$ cat config.mk
export PLATFORM = sky130hd
export DESIGN_NAME = sha256_msg_sched
export DESIGN_NICKNAME = d
export VERILOG_FILES = /design/src/rtl/sha256_pkg.sv /design/src/rtl/sigma0.sv /design/src/rtl/sigma1.sv /design/src/rtl/sha256_msg_sched.sv
export SDC_FILE = /design/constraint.sdc
export NUM_CORES = 1
export LEC_CHECK = 0
export ABC_AREA = 1
export CORE_MARGIN = 4
export CORE_UTILIZATION = 60
export CTS_CLUSTER_SIZE = 16
export DETAILED_ROUTE_END_ITERATION = 8
export PLACE_DENSITY = 0.84
export SKIP_CTS_REPAIR_TIMING = 1
export SYNTH_ARGS = -nofsm -noshare
export SYNTH_HDL_FRONTEND = slang
export SYNTH_SLANG_ARGS = --single-unit
$ cat constraint.sdc
create_clock -name clk -period 3.8 [get_ports clk]
set_input_delay 1.14 -clock clk [delete_from_list [all_inputs] [get_ports clk]]
set_output_delay 1.14 -clock clk [all_outputs]
set_load 0.01 [all_outputs]
$ cat src/rtl/sha256_pkg.sv
// Shared constants and helpers for the SHA-256 message-schedule datapath.
package sha256_pkg;

  localparam int WORD_W = 32;
  localparam int WIN_LEN = 16;
  localparam int IDX_W = 6;
  localparam int CNT_W = 4;

  localparam int S0_ROT_A = 7;
  localparam int S0_ROT_B = 18;
  localparam int S0_SHR = 3;
  localparam int S1_ROT_A = 17;
  localparam int S1_ROT_B = 19;
  localparam int S1_SHR = 10;

  typedef logic [WORD_W-1:0] word_t;

  typedef enum logic [1:0] {
    ST_IDLE = 2'd0,
    ST_LOAD = 2'd1,
    ST_RUN  = 2'd2
  } state_t;

  function automatic word_t rotr(input word_t x, input int unsigned n);
    return (x >> n) | (x << (WORD_W - n));
  endfunction

endpackage

$ cat src/rtl/sigma0.sv
// Small sigma0 of the SHA-256 schedule: rotr7 ^ rotr18 ^ shr3.
module sigma0
  import sha256_pkg::*;
(
  input  logic [WORD_W-1:0] x,
  output logic [WORD_W-1:0] y
);

  assign y = rotr(x, S0_ROT_A) ^ rotr(x, S0_ROT_B) ^ (x >> S0_SHR);

endmodule

$ cat src/rtl/sigma1.sv
// Small sigma1 of the SHA-256 schedule: rotr17 ^ rotr19 ^ shr10.
module sigma1
  import sha256_pkg::*;
(
  input  logic [WORD_W-1:0] x,
  output logic [WORD_W-1:0] y
);

  assign y = rotr(x, S1_ROT_A) ^ rotr(x, S1_ROT_B) ^ (x >> S1_SHR);

endmodule

$ cat src/rtl/sha256_msg_sched.sv
// Loads one 16-word message block into a sliding window, then streams
// W[0]..W[N_ROUNDS-1], generating each new word from the window.
module sha256_msg_sched
  import sha256_pkg::*;
#(
  parameter int N_ROUNDS = 64
) (
  input  logic              clk,
  input  logic              rst_b,
  input  logic              start,
  input  logic              in_valid,
  input  logic [WORD_W-1:0] in_data,
  output logic              in_ready,
  output logic              w_valid,
  input  logic              w_ready,
  output logic [WORD_W-1:0] w_data,
  output logic [IDX_W-1:0]  w_idx,
  output logic              busy,
  output logic              done
);

  state_t             state_q;
  state_t             state_d;
  logic [CNT_W-1:0]   load_cnt_q;
  logic [IDX_W-1:0]   t_q;
  logic               done_q;
  word_t              win_q [WIN_LEN];

  logic  in_fire;
  logic  w_fire;
  logic  last_load;
  logic  last_word;
  word_t s0_out;
  word_t s1_out;
  word_t gen_word;
  word_t fill_word;

  assign in_fire   = (state_q == ST_LOAD) && in_valid;
  assign w_fire    = (state_q == ST_RUN) && w_ready;
  assign last_load = (load_cnt_q == CNT_W'(WIN_LEN - 1));
  assign last_word = (t_q == IDX_W'(N_ROUNDS - 1));

  sigma0 u_sigma0 (
    .x (win_q[1]),
    .y (s0_out)
  );

  sigma1 u_sigma1 (
    .x (win_q[14]),
    .y (s1_out)
  );

  // W[t+16] relative to a window whose oldest entry is W[t]; wraps mod 2^32.
  assign gen_word  = s1_out + win_q[9] + s0_out + win_q[0];
  assign fill_word = (state_q == ST_LOAD) ? in_data : gen_word;

  always_comb begin
    state_d = state_q;
    unique case (state_q)
      ST_IDLE: if (start) state_d = ST_LOAD;
      ST_LOAD: if (in_fire && last_load) state_d = ST_RUN;
      ST_RUN:  if (w_fire && last_word) state_d = ST_IDLE;
      default: state_d = ST_IDLE;
    endcase
  end

  always_ff @(posedge clk or negedge rst_b) begin
    if (!rst_b) begin
      state_q <= ST_IDLE;
    end else begin
      state_q <= state_d;
    end
  end

  // One shift register serves both the external fill and the generated fill.
  always_ff @(posedge clk or negedge rst_b) begin
    if (!rst_b) begin
      for (int i = 0; i < WIN_LEN; i++) begin
        win_q[i] <= '0;
      end
    end else if (in_fire || w_fire) begin
      for (int i = 0; i < WIN_LEN - 1; i++) begin
        win_q[i] <= win_q[i+1];
      end
      win_q[WIN_LEN-1] <= fill_word;
    end
  end

  always_ff @(posedge clk or negedge rst_b) begin
    if (!rst_b) begin
      load_cnt_q <= '0;
      t_q        <= '0;
      done_q     <= 1'b0;
    end else begin
      done_q <= w_fire && last_word;
      if ((state_q == ST_IDLE) && start) begin
        load_cnt_q <= '0;
      end else if (in_fire) begin
        load_cnt_q <= load_cnt_q + 1'b1;
      end
      if (in_fire && last_load) begin
        t_q <= '0;
      end else if (w_fire) begin
        t_q <= t_q + 1'b1;
      end
    end
  end

  assign in_ready = (state_q == ST_LOAD);
  assign w_valid  = (state_q == ST_RUN);
  assign busy     = (state_q != ST_IDLE);
  assign done     = done_q;
  assign w_data   = w_valid ? win_q[0] : '0;
  assign w_idx    = w_valid ? t_q : '0;

endmodule
* Yosys cells after proc, flatten, opt, wreduce, memory -nomap -nowiden
Cells that the tools add are included.
Storage, ports and cells: memory bits (read-only) 0, register bits 525, RAM bits 0, output and inout port bits 42, memories kept 0, bits in latches 0, input port bits 37
Operators by class: multipliers 0, divide/modulo/power cells 0, equality and inequality tests 7, add/subtract/negate cells 5, shift-type cells 0, reduce and logical (&&, ||, !) cells 11, muxes and demuxes 11, bitwise logic cells 8, order comparisons 0
Operator list (count):
- 32-bit adder | 3
- 32-bit two-way mux | 2
- 32-bit bitwise XOR | 2
- 13-bit by 32-bit OR with 32-bit output | 1
- 14-bit by 32-bit OR with 32-bit output | 1
- 15-bit by 32-bit OR with 32-bit output | 1
- 25-bit by 32-bit OR with 32-bit output | 1
- 32-bit by 22-bit bitwise XOR with 32-bit output | 1
- 32-bit by 29-bit bitwise XOR with 32-bit output | 1
- 6-bit two-way mux | 3
- 4-bit two-way mux | 2
- 6-bit by 1-bit adder with 6-bit output (second input constant) | 1
- 6-bit equality test (second input constant) | 1
- 2-bit two-way mux | 3
- 2-bit one-hot mux with 3 select lines | 1
- 2-bit nonzero test | 3
- 1-bit logical AND | 5
- 4-bit by 1-bit adder with 4-bit output (second input constant) | 1
- 4-bit equality test (second input constant) | 1
- 2-bit by 1-bit != test with 1-bit output (second input constant) | 2
- 3-bit AND reduction | 1
- 2-bit by 1-bit equality test with 1-bit output (second input constant) | 1
- 2-bit equality test (second input constant) | 1
- 2-bit logical NOT | 1
- 2 further kinds | 2

* Logic depth before layout (Yosys ltp)
word-level depth 7, depth in mapped cells 21

* Cells and area by module
Synthesis repeated with hierarchy kept, for this count alone.
Second synthesis, totals: cells, all modules 3194, area, all modules 25573.3 um^2
Modules (own cells, without submodules):
- sha256_msg_sched | times used 1, cells an instance 2812, area an instance 24010.5 um^2
- sigma0 | times used 1, cells an instance 209, area an instance 835.8 um^2
- sigma1 | times used 1, cells an instance 173, area an instance 726.9 um^2

* Worst setup path after synthesis
No wires, ideal clock.
path kind register to register, start reg win_q[456] (netlist name), end reg win_q[17] (netlist name), path buffers 1, data arrival time 3.224 ns, stages on the path, launching flop included 21, path slack 0.460 ns, cells stage by stage dfrtp_1 clkbuf_1 xnor2_1 xor2_1 fa_1 fa_1 inv_1 ha_1 inv_1 fa_1 inv_1 nand3_1 nand3_1 nand2_1 nand2_1 nand2_1 nand2_1 xnor2_1 nand2_1 nand2_1 nand2_1
Between the ends: word-level cells in the longest chain between the ends 6
Ends and longest elaborated chain:
- from (decl) | line sha256_msg_sched.sv:27 | word_t win_q [WIN_LEN];
- from (signal, indexed assignment) | line sha256_msg_sched.sv:83 | win_q[i] <= win_q[i+1];
- from (signal, indexed assignment) | line sha256_msg_sched.sv:85 | win_q[WIN_LEN-1] <= fill_word;
- 25-bit by 32-bit OR with 32-bit output | line sha256_pkg.sv:25 | return (x >> n) | (x << (WORD_W - n));
- 32-bit bitwise XOR | line sigma0.sv:9 | assign y = rotr(x, S0_ROT_A) ^ rotr(x, S0_ROT_B) ^ (x >> S0_SHR);
- 32-bit by 29-bit bitwise XOR with 32-bit output (*) | line sigma0.sv:9
- 32-bit adder (*) (2 in series) | line sha256_msg_sched.sv:54 | assign gen_word = s1_out + win_q[9] + s0_out + win_q[0];
- 32-bit two-way mux (*) | line sha256_msg_sched.sv:55 | assign fill_word = (state_q == ST_LOAD) ? in_data : gen_word;
Every way passes the cells marked *; elsewhere a longest branch is shown, timed or not. A chain may end at the register's enable or synchronous reset.

* Worst setup path in the final report
start reg win_q[453] (netlist name), end reg win_q[24] (netlist name)
Between the ends: word-level cells in the longest chain between the ends 6
Ends and longest elaborated chain (line):
- 14-bit by 32-bit OR with 32-bit output | sha256_pkg.sv:25
- 32-bit bitwise XOR | sigma0.sv:9
- 32-bit by 29-bit bitwise XOR with 32-bit output (*) | sigma0.sv:9
- 32-bit adder (*) (2 in series) | sha256_msg_sched.sv:54
- 32-bit two-way mux (*) | sha256_msg_sched.sv:55
Marked as above.

==> flow_summary_export.csv <==
group,metric,value,unit
outcome,status,"completed",
synth,ys_top_cells_by_area,"dfrtp_1 (51%), nand2_1 (12%), inv_1 (6.5%), o21ai_0 (5.7%), fa_1 (4.9%)",
synth,yosysTopAreaCell,"dfrtp_1",
sta,worst_slack,0.134,ns
clock_tree,cts_sinks,525,
synth,synth_edf_count,0,
synth,avgSynthCellArea,8.74,um^2
routing,routed_wl,72300,um
routing,ant_nets,0,
floorplanning,fp.dieH,214,um
synth,synth_nets,3055,
worst_setup_path,critPathRequiredTime,4.28,ns
layout,layout.nets,3108,
sta,timing.fmax,273,MHz
layout,fill_cells,3212,
layout,multi_input_area,10100,um^2
floorplanning,initial_core_util,0.608,
floorplanning,core-area,42000,um^2
hold_path,min_path_type,"reg2reg",
layout,seq_area,13200,um^2
synth,synth.top_cell.area_share,0.514,
clock_tree,cts_buffers,53,
place,dpl_worst_slack,-0.225,ns
synth,synthFlopType,"dfrtp_1",
sta,setup_viol,0,
layout,synthToLayoutAreaGrowth,13.4,%
synth,yosysMostFrequentCell,"nand2_1",
global_route,grt_pass1_wl,113000,um
clock_tree,clockRootBuffer,"clkbuf_16",
worst_setup_path,reg2reg_slack,0.13,ns
global_route,grt.total_usage,0.317,
routing,vias,19477,
place,dp_hpwl,51900,um
sta,hold_viol,0,
floorplanning,row_count,75,
routing,firstDrtPassIters,8,
sta,finalCritPeriodShare,0.965,
synth,synth_cell_types,32,
synth,async_reset_ff_frac,1.00,
place,gp_congestion,0.967,
floorplanning,io_pins,79,
floorplanning,die-area,46000,um^2
sta,worst_pin_slew,0.708,ns
synth,synthesis.area,25600,um^2
place,io_buffers,78,
layout,drive_gt1_frac,0.118,
flow_run,maxCapViolCount,0,
clock_tree,clk-insertion-delay-late,0.61,ns
global_route,grt_pass1_vias,19814,
synth,yosys-top-cells-count,"nand2_1 (830), dfrtp_1 (525), inv_1 (445)",
synth,synth_seq_area_share,0.514,
worst_setup_path,cp-end-kind,"register",
layout,final_area,29000,um^2
routing,avgRoutedWirePerCell,20.3,um
global_route,grt-ovfl-total,0,
clock_tree,h-tree-depth,2,
worst_setup_path,crit_fanout,5,
clock_tree,clock_path_buffers,3,
sta,relSlewSlack,0.528,
synth,ys_seq_elements,525,
clock_tree,cts_tree,"built",
routing,drc,0,
sta,final.min_clock_period,3.67,ns
worst_setup_path,arrival,4.15,ns
sta,worst_clock_skew,0.0156,ns
layout,utilization,0.689,
sta,drv_slew,0,
synth,synth_cells,2923,
routing,drtIter0Drc,1874,
floorplanning,die_w,214,um
sta,setup_tns,0,ns
clock_tree,clk_pin_slew,0.06,ns
worst_setup_path,criticalPathCategory,"reg2reg",
layout,antennaDiodeCount,0,
global_route,antenna_found_initial,1,
place,placed_area,26900,um^2
worst_setup_path,critPathLaunchType,"register",
sta,rsz0062_at_grt,"true",
global_route,grt_max_degree,114,
synth,yosysWarningCount,0,
routing,viasPerCell,5.48,
[placed cells by master (no fill, tap or decap), types with 13 or more instances in the layout]
cell type,instances
a21oi_1,49
buf_4,78
clkbuf_1,13
clkbuf_16,54
clkdlybuf4s50_1,77
dfrtp_1,512
dfrtp_2,13
fa_1,57
ha_1,22
inv_1,444
nand2_1,820
nand3_1,42
nor2_1,119
o21ai_0,289
o21ai_1,83
o21ai_2,98
xnor2_1,49
xnor2_2,13
xor2_1,63
[registers in the layout (all words and copies together), names as in the netlist]
signal / cells
state_q: 2
win_q: 512
done: 1
load_cnt_q: 4
t_q: 6
[per-stage QoR]
step	std cells	hold WS [ns]
floorplan	2923	0.442
global placement	3456	0.456
detailed placement	3456	0.463
CTS	3551	0.478
global route	3555	0.498
finish	3555	0.477
[critical path: stages, from the launching register on]
cell,delay [ns]
dfrtp_2,0.50
xnor2_2,0.19
xor2_1,0.19
fa_2,0.51
fa_2,0.65
inv_1,0.06
ha_1,0.31
nand3_1,0.09
nand3_1,0.10
buf_4,0.16
nand2_1,0.05
nand2_1,0.10
nand2_1,0.09
nand2_1,0.12
nand2_1,0.12
nand2_1,0.06
nand2_1,0.06
nand3_1,0.06
nand2_1,0.08
nand2_1,0.06
[worst paths after layout]
kind                       cells after the start       start         end
setup / recovery                              19  win_q[453]   win_q[24]
hold / removal                                 2   win_q[97]  win_q[129]
setup reg to reg                              19  win_q[453]   win_q[24]
hold reg to reg                                2   win_q[97]  win_q[129]
max in group asynchronous                      2       rst_b   win_q[28]
min in group asynchronous                      1       rst_b  win_q[353]
[cell families after synthesis]
kind of cell    after synthesis  synth area share
fa+ha+maj                    95            0.0647
buf+inv                     621             0.104
compound gates              530             0.119
flops                       525             0.514
xor+xnor                    130            0.0446
simple gates               1022             0.154
[layout make-up]
| cell class | count | area share |
|---|---|---|
| Multi-Input combinational cell | 1777 | 0.349 |
| Tap cell | 539 | 0.0233 |
| Timing Repair inverter | 2 | 0.000518 |
| Clock buffer | 76 | 0.0526 |
| Sequential cell | 525 | 0.454 |
| Timing Repair Buffer | 168 | 0.0556 |
| Inverter | 449 | 0.0585 |
| Clock inverter | 19 | 0.00674 |
[routing by layer]
metal,part of all wire,up-vias,global-route usage
li1,-,9010,-
met1,0.40,9618,0.421
met2,0.48,674,0.529
met3,0.059,173,0.0451
met4,0.053,2,0.133
met5,0.00018,-,0
Power is not shown: default switching activity piles up to over one toggle a cycle in this logic, so the estimate is an artifact.
